## src/rtl/alu_pkg.sv

```systemverilog
// Shared definitions for the ALU issue path: control codes, ALU op encodings,
// issue-stage state encoding and a small helper used when capturing flags.
package alu_pkg;

  localparam logic [3:0] CTL_AND = 4'b0000;
  localparam logic [3:0] CTL_OR  = 4'b0001;
  localparam logic [3:0] CTL_ADD = 4'b0010;
  localparam logic [3:0] CTL_SUB = 4'b0110;
  localparam logic [3:0] CTL_SLT = 4'b0111;
  localparam logic [3:0] CTL_NOR = 4'b1100;

  typedef enum logic [1:0] {
    OP_AND = 2'b00,
    OP_OR  = 2'b01,
    OP_ADD = 2'b10,
    OP_SLT = 2'b11
  } alu_op_e;

  typedef enum logic [1:0] {
    ST_IDLE = 2'b00,
    ST_EXEC = 2'b01,
    ST_DONE = 2'b10
  } state_e;

  // Only the adder ops (ADD, SUB) report a meaningful overflow; SLT reuses the adder but not its flag.
  function automatic logic op_has_overflow(input logic [1:0] op);
    return (op == OP_ADD);
  endfunction

endpackage

```

## src/rtl/alu_ctl_decode.sv

```systemverilog
// Combinational decode of a 4-bit ALU control code into ALU steering signals,
// flagging every code outside the supported set as illegal.
module alu_ctl_decode
  import alu_pkg::*;
(
  input  logic [3:0] i_ctl,
  output logic       o_ainvert,
  output logic       o_bnegate,
  output logic [1:0] o_op,
  output logic       o_illegal
);

  // Table decode; anything not listed is illegal and leaves the controls at AND/0.
  always_comb begin
    o_ainvert = 1'b0;
    o_bnegate = 1'b0;
    o_op      = OP_AND;
    o_illegal = 1'b0;
    case (i_ctl)
      CTL_AND: o_op = OP_AND;
      CTL_OR:  o_op = OP_OR;
      CTL_ADD: o_op = OP_ADD;
      CTL_SUB: begin
        o_bnegate = 1'b1;
        o_op      = OP_ADD;
      end
      CTL_SLT: begin
        o_bnegate = 1'b1;
        o_op      = OP_SLT;
      end
      CTL_NOR: begin
        o_ainvert = 1'b1;
        o_bnegate = 1'b1;
        o_op      = OP_AND;
      end
      default: o_illegal = 1'b1;
    endcase
  end

endmodule

```

## src/rtl/alu_issue_stage.sv

```systemverilog
// Issue stage for an external combinational ALU: accepts one request in IDLE,
// drives registered ALU controls for one EXEC cycle, then holds the result in DONE.
module alu_issue_stage
  import alu_pkg::*;
#(
  parameter int WIDTH = 32
) (
  input  logic             clk,
  input  logic             rst_n,
  input  logic             in_valid,
  output logic             in_ready,
  input  logic [WIDTH-1:0] in_a,
  input  logic [WIDTH-1:0] in_b,
  input  logic [3:0]       in_ctl,
  output logic [WIDTH-1:0] alu_in1,
  output logic [WIDTH-1:0] alu_in2,
  output logic             alu_ainvert,
  output logic             alu_bnegate,
  output logic [1:0]       alu_op,
  input  logic [WIDTH-1:0] alu_result,
  input  logic             alu_overflow,
  input  logic             alu_zero,
  output logic             out_valid,
  input  logic             out_ready,
  output logic [WIDTH-1:0] out_result,
  output logic             out_overflow,
  output logic             out_zero,
  output logic             out_illegal
);

  state_e           r_state;
  logic             r_in_ready;
  logic [WIDTH-1:0] r_alu_in1;
  logic [WIDTH-1:0] r_alu_in2;
  logic             r_alu_ainvert;
  logic             r_alu_bnegate;
  logic [1:0]       r_alu_op;
  logic             r_out_valid;
  logic [WIDTH-1:0] r_out_result;
  logic             r_out_overflow;
  logic             r_out_zero;
  logic             r_out_illegal;

  logic             w_ainvert;
  logic             w_bnegate;
  logic [1:0]       w_op;
  logic             w_illegal;

  alu_ctl_decode u_decode (
    .i_ctl     (in_ctl),
    .o_ainvert (w_ainvert),
    .o_bnegate (w_bnegate),
    .o_op      (w_op),
    .o_illegal (w_illegal)
  );

  // Issue FSM; ALU controls only change on acceptance so they stay quiet outside EXEC.
  always_ff @(posedge clk or negedge rst_n) begin
    if (!rst_n) begin
      r_state        <= ST_IDLE;
      r_in_ready     <= 1'b1;
      r_alu_in1      <= {WIDTH{1'b0}};
      r_alu_in2      <= {WIDTH{1'b0}};
      r_alu_ainvert  <= 1'b0;
      r_alu_bnegate  <= 1'b0;
      r_alu_op       <= 2'b00;
      r_out_valid    <= 1'b0;
      r_out_result   <= {WIDTH{1'b0}};
      r_out_overflow <= 1'b0;
      r_out_zero     <= 1'b0;
      r_out_illegal  <= 1'b0;
    end else begin
      case (r_state)
        ST_IDLE: begin
          if (in_valid) begin
            r_in_ready <= 1'b0;
            if (w_illegal) begin
              r_out_result   <= {WIDTH{1'b0}};
              r_out_overflow <= 1'b0;
              r_out_zero     <= 1'b0;
              r_out_illegal  <= 1'b1;
              r_out_valid    <= 1'b1;
              r_state        <= ST_DONE;
            end else begin
              r_alu_in1     <= in_a;
              r_alu_in2     <= in_b;
              r_alu_ainvert <= w_ainvert;
              r_alu_bnegate <= w_bnegate;
              r_alu_op      <= w_op;
              r_state       <= ST_EXEC;
            end
          end
        end
        ST_EXEC: begin
          r_out_result   <= alu_result;
          r_out_zero     <= alu_zero;
          r_out_overflow <= op_has_overflow(r_alu_op) & alu_overflow;
          r_out_illegal  <= 1'b0;
          r_out_valid    <= 1'b1;
          r_state        <= ST_DONE;
        end
        ST_DONE: begin
          if (out_ready) begin
            r_out_valid <= 1'b0;
            r_in_ready  <= 1'b1;
            r_state     <= ST_IDLE;
          end
        end
        default: begin
          r_out_valid <= 1'b0;
          r_in_ready  <= 1'b1;
          r_state     <= ST_IDLE;
        end
      endcase
    end
  end

  assign in_ready     = r_in_ready;
  assign alu_in1      = r_alu_in1;
  assign alu_in2      = r_alu_in2;
  assign alu_ainvert  = r_alu_ainvert;
  assign alu_bnegate  = r_alu_bnegate;
  assign alu_op       = r_alu_op;
  assign out_valid    = r_out_valid;
  assign out_result   = r_out_result;
  assign out_overflow = r_out_overflow;
  assign out_zero     = r_out_zero;
  assign out_illegal  = r_out_illegal;

endmodule

```

## config.mk

```make
export PLATFORM = sky130hd
export DESIGN_NAME = alu_issue_stage
export DESIGN_NICKNAME = d
export VERILOG_FILES = /design/src/rtl/alu_pkg.sv /design/src/rtl/alu_ctl_decode.sv /design/src/rtl/alu_issue_stage.sv
export SDC_FILE = /design/constraint.sdc
export NUM_CORES = 1
export LEC_CHECK = 0
export CAP_MARGIN = 20
export CORE_MARGIN = 10
export CORE_UTILIZATION = 41
export CTS_CLUSTER_SIZE = 24
export DETAILED_ROUTE_END_ITERATION = 8
export PLACE_DENSITY = 0.91
export REMOVE_ABC_BUFFERS = 1
export SKIP_CTS_REPAIR_TIMING = 1
export SLEW_MARGIN = 0
export SYNTH_ARGS = -nofsm -noshare
export SYNTH_HDL_FRONTEND = slang
export SYNTH_SLANG_ARGS = --single-unit
```

## constraint.sdc

```tcl
create_clock -name clk -period 2.4 [get_ports clk]
set_input_delay 0.48 -clock clk [delete_from_list [all_inputs] [get_ports clk]]
set_output_delay 0.48 -clock clk [all_outputs]
set_load 0.01 [all_outputs]
```

# --- Yosys cells after proc, flatten, opt, wreduce, memory -nomap -nowiden ---
# Index checks and enable logic that the tools add are counted.
classes:
  n_eq_ne: 11
  n_reduce_logical: 11
  muxes: 22
  n_bitwise: 2
ops:
  columns: ["op", "n"]
  rows:
  - ["$mux 32", 2]
  - ["$pmux 32 s2", 1]
  - ["$pmux 2 s3", 2]
  - ["$reduce_and 3->1", 4]
  - ["$mux 1", 9]
  - ["$eq 4x3->1 const B", 2]
  - ["$mux 2", 3]
  - ["$ne 2x2->1 const B", 3]
  - ["$pmux 1 s2", 3]
  - ["$pmux 1 s3", 2]
  - ["$reduce_or 6->1", 1]
  - ["$eq 2x2->1 const B", 2]
  - ["$eq 4x1->1 const B", 1]
  - ["$eq 4x2->1 const B", 1]
  - ["$eq 4x4->1 const B", 1]
  - ["$logic_not 4->1", 1]
  - ["$reduce_or 3->1", 1]
  - ["$eq 2x1->1 const B", 1]
  - ["$logic_not 2->1", 1]
  - ["$reduce_and 2->1", 1]
  - ["$reduce_bool 2->1", 1]
  - ["$reduce_or 2->1", 1]
  - ["$and 1x1->1", 1]
  - ["$not 1->1", 1]
word_totals:
  output_inout_bits: 105
  inputBits: 106
  regBits: 107

# --- Longest topological paths before layout ---
depth:
  ltp_word: 5
  ltp_mapped: 6
  ltp_nobuf: 4

# --- By module ---
# A second synthesis with hierarchy kept.
unflattened:
  hier_cells: 255
  hier_area_um2: 4017.6
modules_own_cells:
  columns: ["module", "instances", "cells_per_inst", "area_each_um2"]
  rows:
  - ["alu_issue_stage", 1, 243, 3923.8]
  - ["alu_ctl_decode", 1, 12, 93.8]

# --- Worst setup path before layout ---
# OpenSTA, ideal clock, no wires.
synth_timing:
  path_type: "input port to flip-flop"
  start: "input port in_valid"
  end: "register r_alu_in1[10], in the netlist alu_in1[10]"
  stages: 6
  t_arrival_ps: 1641
  n_path_buf: 3
  setup_time_ps: 125
  setup_slack_ps: 634
  required_time_ps: 2275
  path_cell_list: "or3b_1 buf_2 nor2_4 buf_12 buf_12 mux2_4"
synth_between:
  elab_chain_cells: 1
synth_lines:
  columns: ["item", "line_no", "source"]
  rows:
  - ["start, declared", "alu_issue_stage.sv:10", "input logic in_valid,"]
  - ["$reduce_and 3->1 (no source line)", null, null]
  - ["end signal, assigned", "alu_issue_stage.sv:62", "r_alu_in1 <= {WIDTH{1'b0}};"]
  - ["end signal, assigned", "alu_issue_stage.sv:85", "r_alu_in1 <= in_a;"]
  - ["end, declared", "alu_issue_stage.sv:33", "logic [WIDTH-1:0] r_alu_in1;"]
# Every way passes these cells.
# A chain may end at the register's enable or synchronous reset.

# --- Final worst setup path ---
layout_timing:
  start: "input port in_ctl[1]"
  end: "register r_alu_in2[19], in the netlist alu_in2[19]"
layout_between:
  elab_chain_cells: 3
  word_cells_on_any_way: 8
  cone_classes: "eq/ne: 5; reduce/logical: 3"
layout_lines:
  columns: ["item", "line_no", "source"]
  rows:
  - ["start, declared", "alu_issue_stage.sv:14", "input logic [3:0] in_ctl,"]
  - ["$eq 4x1->1 (tied with other cells)", "alu_ctl_decode.sv:19", "case (i_ctl)"]
  - ["$reduce_or 6->1 (no source line) (*)", null, null]
  - ["$reduce_and 3->1 (no source line) (*)", null, null]
  - ["end signal, assigned", "alu_issue_stage.sv:63", "r_alu_in2 <= {WIDTH{1'b0}};"]
  - ["end signal, assigned", "alu_issue_stage.sv:86", "r_alu_in2 <= in_b;"]
  - ["end, declared", "alu_issue_stage.sv:34", "logic [WIDTH-1:0] r_alu_in2;"]
# Mark *: on every way between the ends. The rest lies on a longest branch, timed or not.

==> metrics.md <==
| Metric | Value |
|---|---|
| Outcome | finished, final reports clean |
| Yosys Warn Count | 0 |
| First-pass GRT wire length | around 21000 um |
| Maximum clock insertion buffer count | 2 |
| Pwr Density | between 900 and 1000 nW/um2 |
| Worst-skew pair later-pin latency | approximately 0.37 ns |
| Crit path launch type | input port |
| Die area | ~15000 um2 |
| Final worst setup slack | ~0.45 ns |
| Final Max Tran Viols | 0 |
| Detail Placement HPWL | around 10000 um |
| R2r endpoint | alu_in2[19] |
| WP data required | roughly 2.7 ns |
| Fraction of the yosys area taken by sequential cells | about 60% |
| Row count | 38 |
| Critical path capture point type | flip-flop |
| Logic pwr share | between 40% and 50% |
| # DRC | 0 |
| Die W | 124 um |
| Dpl cells | 681 |
| Routability cong. | about 0.90 |
| Worst path cell trace | clkdlybuf4s50_1 -> and4bb_1 -> a31oi_4 -> nor2_4 -> buf_12 -> buf_12 -> mux2_4 |
| Mapped Cells | 334 |
| Clk_skew | between 0.01 and 0.015 ns |
| Multi-input gate area | 1600 um2 |
| CTS H-tree depth | 3 |
| TritonCTS clock tree | yes |
| Max Cap Viol | 0 |
| Antenna-violating nets left | 0 |
| Largest net degree at the start of global routing | 48 |
| Reg area | approximately 2700 um2 |
| First-pass detailed-route iteration total | 4 |
| Switching Fraction | 30.2% |
| Share of cells above drive strength 1 | a little under a fifth |
| Dpl ws | between 0.06 and 0.07 ns |
| Final #Nets | between 600 and 700 |
| Min-Delay Path Class | in2async |
| Final Hold Vio Count | 0 |
| # fillers | slightly above 800 |
| I/O Buffers | 210 |
| Overall Global Routing Usage | between 15 and 20% |
| Most used cell, CP | buf_12 |
| CTS Buf Count | 9 |
| Post-Syn Area per Cell | 13.4 um2 |
| Worst r2r src | r_state[0] |
| Critical Path AT | 2.20 ns |
| WL/cell | 19.1 um |
| Final Total Pwr | approximately 0.007 W |
| Routed vias/inst | between 4 and 5 |
| Routed WL | roughly 13000 um |
| Slew headroom | ~60% |
| Die Y | between 100 and 150 um |
| Peak supply drop | ~540 uV |
| Max incr delay on CP | 0.50 ns |
| P_leak | around 3.0 nW |
| RSZ-0062 raised after global routing | false |
| Tcrit/Tclk final | 81.4% |
| Design Area, Final | between 6000 and 7000 um2 |
| Initial DRC count | about 250 |
| Worst Reg-to-Reg Cells | 5 |
| GRT overflow | 0 |
| Crit path max fanout | 20 |
| Via count | around 3400 |
| Starting Density | approximately two fifths |
| DP Area | roughly 6800 um2 |
| Critical path type | in2reg |
| Clk sink count | 107 |
| Initial antenna violation count | 0 |
| Synth-to-layout area growth | 55.9% |
| Synth Register Bits | 107 |
| Max Fclk | 512 MHz |
| Core Footprint | 10700 um2 |
| Net Sw Power | 0.00210 W |
| Final Instance Count excl. Fillers | approximately 700 |
| Root Driver | clkbuf_8 |
| Clock power frac | between 10% and 20% |
| Seq pwr share | 41.0% |
| Ports | roughly 210 |
| Slowest cell on crit path | clkdlybuf4s50_1 |
| Mapped cell area | 4480 um2 |
| Antenna diodes | 0 |
| Pint | around 0.0049 W |
| R2R setup slack | 0.53 ns |
| Synth unique cells | 35 |
| Final setup fails | 0 |
| Vias in the first global route | around 3700 |
| Register clock-pin slew on the reported worst setup and hold paths | 0.10 ns |
| Worst slew pin tran | around 0.6 ns |
| Min Tclk post-route | about 2 ns |
[worst max-delay path: cells and delay by family]
kind                   cells  cell delay [ns]
and+or+nand+nor            2             0.48
muxes                      1             0.32
buffers and inverters      3             0.86
AOI/OAI and AO/OA          1             0.05
[cells in the final DEF (no fill, tap or decap), types with 3 or more instances in the layout]
master             n
clkbuf_8           9
o22ai_1            3
dfrtp_1          106
o21ai_0           36
buf_4             11
mux2_4            49
clkdlybuf4s50_1  209
inv_1              4
buf_12             7
nand2b_1           3
clkinv_4           3
nand2_1           70
mux2_2            15
[metrics by stage]
step           TNS [ns]  hold slack, ns  util (%)
4_1_cts               0           0.110      65.0
3_3_place_gp          0           0.483      63.2
6_report              0           0.104      65.0
2_1_floorplan    -26.42           0.184         -
5_1_grt               0           0.123      65.0
3_5_place_dp          0           0.491      63.2
[power by group through the flow]
| stage | clock [W] | sequential [W] | combinational, W |
|---|---|---|---|
| floorplan | 0 | 0.00313 | 0.000889 |
| global placement | 0 | 0.00285 | 0.00296 |
| detailed placement | 0 | 0.00288 | 0.00305 |
| CTS | 0.00114 | 0.00286 | 0.00307 |
| global route | 0.00123 | 0.00295 | 0.00319 |
| finish | 0.00110 | 0.00286 | 0.00301 |
[kinds of logic after synthesis]
kind of cell	after synthesis	share of synthesized area, %
AOI/OAI and AO/OA	53	7.10
buffers and inverters	24	4.42
DFF	107	59.8
muxes	64	20.2
and+or+nand+nor	86	8.44
[sequential cells by signal, indices dropped and copies added, names as in the netlist]
| signal | count |
|---|---|
| alu_op | 2 |
| out_valid | 1 |
| out_illegal | 1 |
| alu_ainvert | 1 |
| out_result | 32 |
| out_zero | 1 |
| alu_in1 | 32 |
| out_overflow | 1 |
| alu_bnegate | 1 |
| alu_in2 | 32 |
| in_ready | 1 |
| r_state | 2 |
[metal layers]
metal | wire length (um) | GRT usage (%) | up-vias
met5 | 0 | 0 | -
met2 | 7220 | 30.5 | 130
met3 | 716 | 4.30 | 17
met4 | 204 | 5.41 | 0
li1 | - | - | 1576
met1 | 5200 | 19.2 | 1689
[layout make-up]
type,instances,share of cell area (%)
Tap cell,140,2.51
Timing Repair Buffer,227,33.2
Sequential cell,107,38.4
Inverter,4,0.215
Multi-Input combinational cell,203,23.0
Clock buffer,10,1.83
Clock inverter,6,0.950
[Yosys cell counts]
master	instances	share of area [%]
and3_1	2	0.28
a211oi_1	1	0.17
or3b_1	1	0.20
mux2_2	15	3.8
a211o_1	1	0.20
dfrtp_1	106	59
a221oi_1	1	0.20
inv_1	4	0.34
nor2_4	1	0.25
nor4b_1	1	0.20
a31oi_4	1	0.48
mux2_4	49	16
o22a_1	1	0.20
nand4b_1	1	0.20
buf_2	5	0.56
nand2b_1	3	0.42
o211ai_1	1	0.17
o21a_1	1	0.17
o31ai_1	2	0.34
nor2b_1	1	0.14
a22o_1	1	0.20
buf_4	1	0.17
nand3b_1	1	0.17
a21oi_1	2	0.22
or3_1	2	0.28
o21ai_0	36	4.0
and4bb_1	1	0.28
clkbuf_1	8	0.67
o22ai_1	3	0.42
nor2_1	2	0.17
buf_12	6	2.7
nand2_1	70	5.9
dfstp_2	1	0.59
a31oi_1	1	0.14
o2bb2ai_1	1	0.20
[how the worst max path moves through the flow]
stage	start	to	slack, ns	cells after the start
2_1_floorplan	in_valid	alu_in1[0]	-0.47	3
3_3_place_gp	in_valid	alu_in1[29]	0.11	6
3_5_place_dp	in_ctl[1]	alu_in2[19]	0.06	7
4_1_cts	in_ready	in_ready	0.42	1
5_1_grt	in_ready	in_ready	0.39	1
6_report	in_ctl[1]	alu_in2[19]	0.45	7
(Power assumes the default switching activity.)
